<file path="config.mk">
export PLATFORM = sky130hd
export DESIGN_NAME = fetch_controller
export DESIGN_NICKNAME = d
export VERILOG_FILES = /design/src/rtl/riscv_pkg.sv /design/src/rtl/fetch_fifo.sv /design/src/rtl/fetch_controller.sv
export SDC_FILE = /design/constraint.sdc
export NUM_CORES = 1
export LEC_CHECK = 0
export ABC_AREA = 1
export BUFFER_PORTS_ARGS = -buffer_cell sky130_fd_sc_hd__buf_2
export CAP_MARGIN = 5
export CORE_MARGIN = 4
export CORE_UTILIZATION = 30
export DETAILED_ROUTE_END_ITERATION = 7
export SLEW_MARGIN = 40
export SYNTH_ARGS = -nofsm -noshare
export SYNTH_HDL_FRONTEND = slang
export SYNTH_HIERARCHICAL = 1
export SYNTH_SLANG_ARGS = --single-unit
</file>
<file path="constraint.sdc">
create_clock -name clk -period 6.8 [get_ports clk]
set_input_delay 0.34 -clock clk [delete_from_list [all_inputs] [get_ports clk]]
set_output_delay 0.34 -clock clk [all_outputs]
set_load 0.005 [all_outputs]
</file>
<file path="src/rtl/riscv_pkg.sv">
// Shared front-end definitions: data width, EBREAK encoding and fetch FSM states.
package riscv_pkg;

  localparam int XLEN = 32;

  // EBREAK instruction word; fetching it parks the front end in HALT.
  localparam logic [XLEN-1:0] EBREAK_INSN = 32'h0010_0073;

  typedef enum logic [1:0] {
    ST_IDLE  = 2'd0,
    ST_RUN   = 2'd1,
    ST_HALT  = 2'd2,
    ST_FAULT = 2'd3
  } fetch_state_e;

endpackage

</file>
<file path="src/rtl/fetch_fifo.sv">
// Small synchronous FIFO for fetched {instruction, pc} pairs.
// A push is accepted when not full, or when full and a pop happens in the
// same cycle. Flush empties the FIFO and wins over push/pop.
// rdata is forced to zero while empty so downstream sees clean outputs.
module fetch_fifo #(
  parameter int DEPTH = 2,
  parameter int WIDTH = 64
) (
  input  logic             clk,
  input  logic             rst_n,
  input  logic             push,
  input  logic             pop,
  input  logic             flush,
  input  logic [WIDTH-1:0] wdata,
  output logic [WIDTH-1:0] rdata,
  output logic             full,
  output logic             empty
);

  localparam int AW = (DEPTH > 1) ? $clog2(DEPTH) : 1;
  localparam int CW = AW + 1;

  logic [WIDTH-1:0] mem [DEPTH];
  logic [AW-1:0]    wr_ptr;
  logic [AW-1:0]    rd_ptr;
  logic [CW-1:0]    count;
  logic             do_push;
  logic             do_pop;

  assign full    = (count == CW'(DEPTH));
  assign empty   = (count == '0);
  assign do_pop  = pop && !empty;
  assign do_push = push && (!full || do_pop);
  assign rdata   = empty ? '0 : mem[rd_ptr];

  // Storage write; contents need no reset because empty masks the output.
  always_ff @(posedge clk) begin
    if (do_push && !flush) begin
      mem[wr_ptr] <= wdata;
    end
  end

  // Pointer and occupancy tracking; pointers wrap since DEPTH is a power of two.
  always_ff @(posedge clk or negedge rst_n) begin
    if (!rst_n) begin
      wr_ptr <= '0;
      rd_ptr <= '0;
      count  <= '0;
    end else if (flush) begin
      wr_ptr <= '0;
      rd_ptr <= '0;
      count  <= '0;
    end else begin
      if (do_push) wr_ptr <= wr_ptr + 1'b1;
      if (do_pop)  rd_ptr <= rd_ptr + 1'b1;
      case ({do_push, do_pop})
        2'b10:   count <= count + 1'b1;
        2'b01:   count <= count - 1'b1;
        default: count <= count;
      endcase
    end
  end

endmodule

</file>
<file path="src/rtl/fetch_controller.sv">
// Instruction fetch front end: PC register, fetch FSM and a small fetch buffer.
// Optional build macro FETCH_PERF_CNT_EN adds fetchCount/stallCount outputs.
//
// Decode handshake: instrValid is high whenever the buffer holds an entry;
// a transfer happens on a rising edge where instrValid && instrReady, and
// while instrValid && !instrReady the instr/instrPC pair is held unchanged.
// instrValid never depends combinationally on instrReady.
module fetch_controller
  import riscv_pkg::*;
#(
  parameter logic [XLEN-1:0] RESET_PC   = 32'h0,
  parameter int              IMEM_WORDS = 256,
  parameter int              FIFO_DEPTH = 2
) (
  input  logic            clk,
  input  logic            rst_n,
  input  logic            start,
  input  logic            redirectValid,
  input  logic [XLEN-1:0] redirectPC,
  output logic [XLEN-1:0] imemAddr,
  input  logic [XLEN-1:0] imemData,
  output logic            instrValid,
  input  logic            instrReady,
  output logic [XLEN-1:0] instr,
  output logic [XLEN-1:0] instrPC,
  output logic            halted,
  output logic            fault,
  output fetch_state_e    state_dbg
`ifdef FETCH_PERF_CNT_EN
  ,
  output logic [31:0]     fetchCount,
  output logic [31:0]     stallCount
`endif
);

  // Byte size of instruction memory, one bit wider so it cannot overflow.
  localparam logic [XLEN:0] IMEM_BYTES = {1'b0, 32'(IMEM_WORDS)} << 2;

  fetch_state_e          state_q;
  fetch_state_e          state_d;
  logic [XLEN-1:0]       pc_q;
  logic [XLEN-1:0]       pc_d;
  logic                  push;
  logic                  pop;
  logic                  flush;
  logic                  fifo_full;
  logic                  fifo_empty;
  logic [2*XLEN-1:0]     fifo_rdata;
  logic                  pc_illegal;

  assign pc_illegal = (pc_q[1:0] != 2'b00) || ({1'b0, pc_q} >= IMEM_BYTES);
  assign pop        = instrReady && !fifo_empty;

  assign imemAddr   = pc_q;
  assign instrValid = !fifo_empty;
  assign instr      = fifo_rdata[2*XLEN-1:XLEN];
  assign instrPC    = fifo_rdata[XLEN-1:0];
  assign halted     = (state_q == ST_HALT);
  assign fault      = (state_q == ST_FAULT);
  assign state_dbg  = state_q;

  // State and PC registers.
  always_ff @(posedge clk or negedge rst_n) begin
    if (!rst_n) begin
      state_q <= ST_IDLE;
      pc_q    <= RESET_PC;
    end else begin
      state_q <= state_d;
      pc_q    <= pc_d;
    end
  end

  // Next-state logic: redirect beats the fault check, which beats EBREAK and fetch.
  always_comb begin
    state_d = state_q;
    pc_d    = pc_q;
    push    = 1'b0;
    flush   = 1'b0;
    if (redirectValid && (state_q != ST_FAULT)) begin
      flush   = 1'b1;
      pc_d    = redirectPC;
      state_d = ST_RUN;
    end else begin
      case (state_q)
        ST_IDLE: begin
          if (start) state_d = ST_RUN;
        end
        ST_RUN: begin
          if (pc_illegal) begin
            state_d = ST_FAULT;
          end else if (!fifo_full || pop) begin
            push = 1'b1;
            // EBREAK is still delivered, but the PC stays pointing at it.
            if (imemData == EBREAK_INSN) state_d = ST_HALT;
            else                         pc_d    = pc_q + 32'd4;
          end
        end
        default: ;
      endcase
    end
  end

  fetch_fifo #(
    .DEPTH (FIFO_DEPTH),
    .WIDTH (2 * XLEN)
  ) u_fifo (
    .clk   (clk),
    .rst_n (rst_n),
    .push  (push),
    .pop   (pop),
    .flush (flush),
    .wdata ({imemData, pc_q}),
    .rdata (fifo_rdata),
    .full  (fifo_full),
    .empty (fifo_empty)
  );

`ifdef FETCH_PERF_CNT_EN
  // Capture and stall counters; only reset clears them.
  always_ff @(posedge clk or negedge rst_n) begin
    if (!rst_n) begin
      fetchCount <= '0;
      stallCount <= '0;
    end else begin
      fetchCount <= fetchCount + {31'b0, push};
      stallCount <= stallCount + {31'b0, (state_q == ST_RUN) && fifo_full && !pop};
    end
  end
`endif

endmodule

</file>
==> Word-level counts from Yosys, hierarchy flattened <==
Memories as Yosys holds them, arrays and structs flattened.
Cells that the tools add are included.
{ "totals": {"ramBits": 128, "word_cells": 72, "output_inout_bits": 101, "mem_count": 1, "ff_bits": 38, "in_bits": 69} }
{ "mem_list": {"columns": ["memory", "words", "width", "read_ports", "rd_ports_with_merged_regs", "write_ports", "line_no", "rtl"], "rows": [
  ["u_fifo.mem", 2, 64, 1, 0, 1, "fetch_fifo.sv:23", "logic [WIDTH-1:0] mem [DEPTH];"]
]} }
{ "op_classes": {"n_reduce_logical": 22, "eq_ne": 13, "addsub": 5, "magnitude_cmp": 1, "mux": 25} }
{ "op_table": {"columns": ["operator", "n"], "rows": [
  ["$mux W32", 5],
  ["$mux W64", 1],
  ["$add A32 B3 Y32 const B", 1],
  ["$eq A32 B21 Y1 const B", 1],
  ["$ge A32 B11 Y1 const B", 1],
  ["$mux W2", 6],
  ["$mux W1", 11],
  ["$reduce_bool A2 Y1", 5],
  ["$eq A2 B2 Y1 const B", 4],
  ["$ne A4 B4 Y1 const B", 2],
  ["$pmux W2 S2", 2],
  ["$reduce_and A4 Y1", 2],
  ["$reduce_bool A3 Y1", 2],
  ["$logic_and A1 B1 Y1", 5],
  ["$eq A2 B1 Y1 const B", 2],
  ["$logic_not A2 Y1", 2],
  ["$ne A2 B2 Y1 const B", 2],
  ["$logic_not A1 Y1", 3],
  ["$logic_or A1 B1 Y1", 3],
  ["$ne A3 B3 Y1 const B", 1],
  ["$add A1 B1 Y1 const B", 2],
  ["$add A2 B1 Y2 const B", 1],
  ["$ne A2 B1 Y1 const B", 1],
  ["$sub A2 B1 Y2 const B", 1]
]} }

==> Longest topological paths before layout <==
{ "depth": {"ltp_word": 12, "mapped_depth": 14, "depth_no_buf": 13} }

==> Hierarchy <==
The synthesis kept the hierarchy.
{ "by_module_without_submodules": {"columns": ["module", "cells_per_inst", "area_each_um2", "seq_area_each_um2", "instances"], "rows": [
  ["fetch_fifo", 379, 5223.8, 3943.8, 1],
  ["fetch_controller", 266, 1909.3, 850.8, 1]
]} }

==> Worst setup path before layout <==
OpenSTA, ideal clock, no wires.
{ "synth_timing": {"kind": "register -> register", "from": "reg u_fifo.count[1]", "to": "mem u_fifo.mem[0][0], enable pin", "arrival_time_ns": 4.386, "stages_incl_launch_ff": 12, "required_time_ns": 6.314, "path_slack_ns": 1.928, "setup_ns": 0.486, "period_less_slack_ns": 4.872, "path_buffers": 1, "path_cell_list": "dfrtp_1 -> inv_2 -> nand2_2 -> inv_2 -> buf_2 -> o21ai_1 -> inv_1 -> nor4_1 -> o21ai_0 -> inv_1 -> nand2_1 -> nor2_1"} }
{ "synth_via": {"elab_chain_cells": 12, "elab_cells_between_ends": 16, "classes_between": "eq/ne: 1; mux: 6; reduce/logical: 9"} }
{ "synth_lines": {"columns": ["element", "line_no", "rtl"], "rows": [
  ["start: declaration", "fetch_fifo.sv:26", "logic [CW-1:0] count;"],
  ["start signal: assignment", "fetch_fifo.sv:57", "2'b10: count <= count + 1'b1;"],
  ["start signal: assignment", "fetch_fifo.sv:58", "2'b01: count <= count - 1'b1;"],
  ["start signal: assignment", "fetch_fifo.sv:59", "default: count <= count;"],
  ["$logic_not A2 Y1", "fetch_fifo.sv:31", "assign empty = (count == '0);"],
  ["via fifo_empty", "fetch_controller.sv:47", "logic fifo_empty;"],
  ["$logic_not A1 Y1", "fetch_controller.sv:52", "assign pop = instrReady && !fifo_empty;"],
  ["$logic_and A1 B1 Y1", "fetch_controller.sv:52", null],
  ["$logic_or A1 B1 Y1", "fetch_controller.sv:91", "end else if (!fifo_full || pop) begin"],
  ["$mux W1", "fetch_controller.sv:91", null],
  ["$mux W1", "fetch_controller.sv:89", "if (pc_illegal) begin"],
  ["$mux W1", "fetch_controller.sv:84", "case (state_q)"],
  ["$mux W1", "fetch_controller.sv:79", "if (redirectValid && (state_q != ST_FAULT)) begin"],
  ["via push", "fetch_controller.sv:43", "logic push;"],
  ["$logic_and A1 B1 Y1", "fetch_fifo.sv:33", "assign do_push = push && (!full || do_pop);"],
  ["$logic_and A1 B1 Y1", "fetch_fifo.sv:38", "if (do_push && !flush) begin"],
  ["$mux W1", "fetch_fifo.sv:38", null],
  ["$mux W1 (not written as such)", "fetch_fifo.sv:39", "mem[wr_ptr] <= wdata;"],
  ["end: declaration", "fetch_fifo.sv:23", null]
]} }
The timed path passes the listed nets, and every way through them passes these cells.

==> Final worst setup path <==
{ "layout_timing": {"from": "reg state_q[0] (netlist: state_dbg[0])", "to": "mem u_fifo.mem[1][49], enable pin"} }
{ "layout_via": {"elab_chain_cells": 7, "elab_cells_between_ends": 11, "classes_between": "eq/ne: 2; mux: 5; reduce/logical: 4"} }
{ "layout_lines": {"columns": ["element", "line_no", "rtl"], "rows": [
  ["start: declaration", "fetch_controller.sv:39", "fetch_state_e state_q;"],
  ["start signal: assignment", "fetch_controller.sv:68", "state_q <= state_d;"],
  ["$eq A2 B1 Y1 or $ne A2 B2 Y1 (tied branches)", "fetch_controller.sv:84, fetch_controller.sv:79", null],
  ["$mux W1 or $logic_and A1 B1 Y1 (tied branches)", "fetch_controller.sv:84, fetch_controller.sv:79", null],
  ["$mux W1", "fetch_controller.sv:79", null],
  ["$logic_and A1 B1 Y1 or $logic_not A1 Y1 (tied branches)", "fetch_fifo.sv:33, fetch_fifo.sv:38", null],
  ["$logic_and A1 B1 Y1 (*)", "fetch_fifo.sv:38", null],
  ["$mux W1 (*)", "fetch_fifo.sv:38", null],
  ["$mux W1 (not written as such) (*)", "fetch_fifo.sv:39", null]
]} }
Every way passes the cells marked *; elsewhere a longest branch is shown, timed or not.

==> metrics list <==
- Worst-Skew Late Latency: 420 ps
- After clock tree synthesis, the repair step resized 0 gates.
* Cell Area, Synth: 0.00713 mm^2
* Total die area: 0.0263 mm^2
- H-tree levels: 4
* Initial core utilization: 0.305
- The first global-routing pass estimated 28200 um of wire.
- Measured against its own limit, the worst slew margin works out to 0.476.
* Average cell area after synthesis: 11.1 um^2
* CTS tree: built
* First-pass detailed-route iteration total: 5
- # rows: 56
- Setup repair after global routing left no endpoint under its margin.
- Routability cong.: 0.795
- Multi-input combinational cell area: 0.00202 mm^2
- Number of nets at the end of the flow: 883
* Final-layout fill cell count: 2378
- Max cap viols: 0
* Diodes inserted: 0
- Counting every net in the synthesized netlist gives 716.
- Io pins: 170
* Final Slew Violations: 0
* Mapped Cells: 645
- STA classifies the critical path endpoint as a flip-flop.
- Entering global routing, the biggest net connects 67 pins.
* Average via count per standard cell: 4.37
* Placed Instances: 1111
* Synth warn: 6
- Total power for the finished layout comes to 3.56 mW.
- Of the post-synthesis cell area, the dominant cell type holds 0.539.
* Wire length reported by the detailed router: 18500 um
- During placement, the flow inserted port buffers numbering 169.
* All-Layer GR Usage: 0.140
- Unique masters post-synth: 29
- In this run, synthesis produced a sequential element count of 166.
- Measured along the y axis, the die boundary spans 162 um.
* Half-perimeter wire length after detailed placement: 12600 um
* DRT iter0 DRCs: 278
- In the final routed layout, each cell accounts on average for 16.1 um.
- Most area-consuming cells after synthesis: edfxtp_1 54%, dfrtp_1 13%, nand2_1 12%, a21oi_2 6.1%, nand3_1 2.7%
- Non-filler instance count after layout: 1144
- The initial antenna violation count came to 0.
- Run status: completed
- Maximum clock rate: 292 MHz
- Layout area overhead: 24.8%
- The path class of the tightest hold or removal check is in2reg.
- The number of hold-slack violations in the final timing report was 0.
- Clock-pin slew was measured on the worst setup and hold paths at 60 ps.
- After layout, the minimum clock period comes to 3420 ps.
- The critical path in this run is classified as reg2reg.
* Sequential element share of the synthesized area: 0.672
- Total power density per cell area: 400 mW/mm^2
- The clock passes through at most 2 buffers.
* Worst Path Arrival: 3470 ps
- Total overflow reported by the global router: 0
* Share of the clock period used by the worst path after layout: 0.503
- Clock tree synthesis inserted a total of 17 buffers.
- The biggest area contributor in the post-synthesis netlist is edfxtp_1.
- Number of setup violations in the final report: 0
* Sinks on the clock net: 166
- In the final layout, flip-flops and latches occupy 0.00480 mm^2.
- Core area: 0.0234 mm^2
- For this block, the via count after detailed routing is 4996.
- Library cell used as clock root buffer: clkbuf_16
- Maximum resistive drop on vdd: 215 uV
* Remaining DRCs: 0
- Worst Skew: 8.33 ps
- Floorplan die width: 162 um
* Reported leakage power: 3.77 nW
- The detail route stage leaves a number of antenna-violating nets equal to 0.
* Required arrival time at the worst endpoint: 6850 ps
- Once layout is complete, the utilization of the core stands at 0.380.
- Peak fanout along the critical path: 46
- The number of global-route vias before repair came to 4945.
* Actual slew at the worst max-slew pin: 786 ps
- Kind of start point of the critical path: flip-flop
- Share of layout cells above drive strength 1: 0.331
- Final design instance area without fill: 0.00890 mm^2
- Setup total negative slack on the finished layout was measured at 0 ps.
* Placed Instance Area: 0.00830 mm^2
## per-stage QoR
step,worst slack (ps),hold WS (ps)
after floorplan,1930,44.4
after global placement,3130,487
after detailed placement,3340,372
after CTS,3320,104
after global routing,3030,95.2
final,3380,125
## metal layers
layer / GRT usage / up-vias / wire length (um)
met3: 0.0360 / 16 / 965
met4: 0.0484 / 0 / 301
met5: 0 / - / 0
met1: 0.180 / 2349 / 8130
li1: - / 2494 / -
met2: 0.231 / 137 / 9070
## final cells by class
type	instances	share of cell area
clock inverter	12	0.0171
clock buffer	20	0.0490
inverter	35	0.0149
sequential	166	0.539
timing repair buffer	178	0.108
multi-input combinational	414	0.227
tap	319	0.0448
## path summary, 6_finish.rpt
path,start,endpoint,slack (ps),cells after the start
max in group asynchronous,rst_n,u_fifo/rd_ptr$_DFFE_PN0P_,5930,2
worst min-delay path,imemData[1],u_fifo/mem[1][33]$_DFFE_PP_,130,1
worst max register to register,state_dbg[0]$_DFFE_PN0P_,u_fifo/mem[1][49]$_DFFE_PP_,3380,8
worst max-delay path,state_dbg[0]$_DFFE_PN0P_,u_fifo/mem[1][49]$_DFFE_PP_,3380,8
min in group asynchronous,rst_n,imemAddr[23]$_DFFE_PN0P_,450,2
worst min register to register,imemAddr[31]$_DFFE_PN0P_,u_fifo/mem[0][31]$_DFFE_PP_,520,0
## critical path, stage by stage, from the launching register on
cell and delay [ps]:
dfrtp_1 440, nand2_1 120, nand2_2 60, buf_4 430, inv_2 390, inv_1 250
nand2_1 140, nor2_4 500, buf_4 640
## timing repair
item | 4_1_cts | 5_1_grt
buffers inserted | 0 | 0
hold buffers | 1 | 0
endpoints found under the hold margin | 38 | 0
## power by group
part / switching [mW] / internal (mW)
clock: 0.385 / 0.578
sequential: 0.140 / 1.25
combinational: 0.768 / 0.438
total: 1.29 / 2.27
## layout by cell type (no fill, tap or decap), types with 4 or more instances in the layout
| master | synthesis | routed |
|---|---|---|
| dfrtp_1 | 38 | 37 |
| clkbuf_16 | 0 | 17 |
| buf_4 | 2 | 6 |
| o21ai_0 | 7 | 7 |
| edfxtp_1 | 128 | 128 |
| clkinvlp_4 | 0 | 4 |
| nand4_1 | 5 | 5 |
| mux2i_1 | 6 | 6 |
| buf_2 | 16 | 168 |
| a21oi_1 | 17 | 17 |
| nand3_1 | 38 | 38 |
| a21oi_2 | 50 | 50 |
| nand2_1 | 229 | 228 |
| inv_1 | 27 | 26 |
| inv_2 | 7 | 7 |
| nor2_1 | 44 | 42 |
## cell families (layout without fill, tap and decap cells)
family,Yosys count,count (layout),share of synthesized area
simple gates,325,325,0.184
flops,166,166,0.672
compound gates,77,77,0.0805
buf+inv,65,245,0.0465
mux,6,6,0.00842
xor+xnor,4,4,0.00491
fa+ha+maj,2,2,0.00351
## cells in the mapped netlist, drive strengths merged
cell    instances
nor2           47
clkbuf          4
xnor2           1
dfrtp          38
ha              2
inv            34
o21ai           9
or2             1
clkinv          1
edfxtp        128
mux2i           6
nor4            1
o22ai           1
xor2            3
nand2         231
a21oi          67
nand3b          1
nand4           5
nand3          39
buf            26
## state kept, by name, indices dropped and copies added (netlist names)
register and count:
u_fifo/mem 128, imemAddr 32, state_dbg 2, u_fifo/count 2, u_fifo/rd_ptr 1, u_fifo/wr_ptr 1
Note: power is estimated with default switching activity, not from simulation.
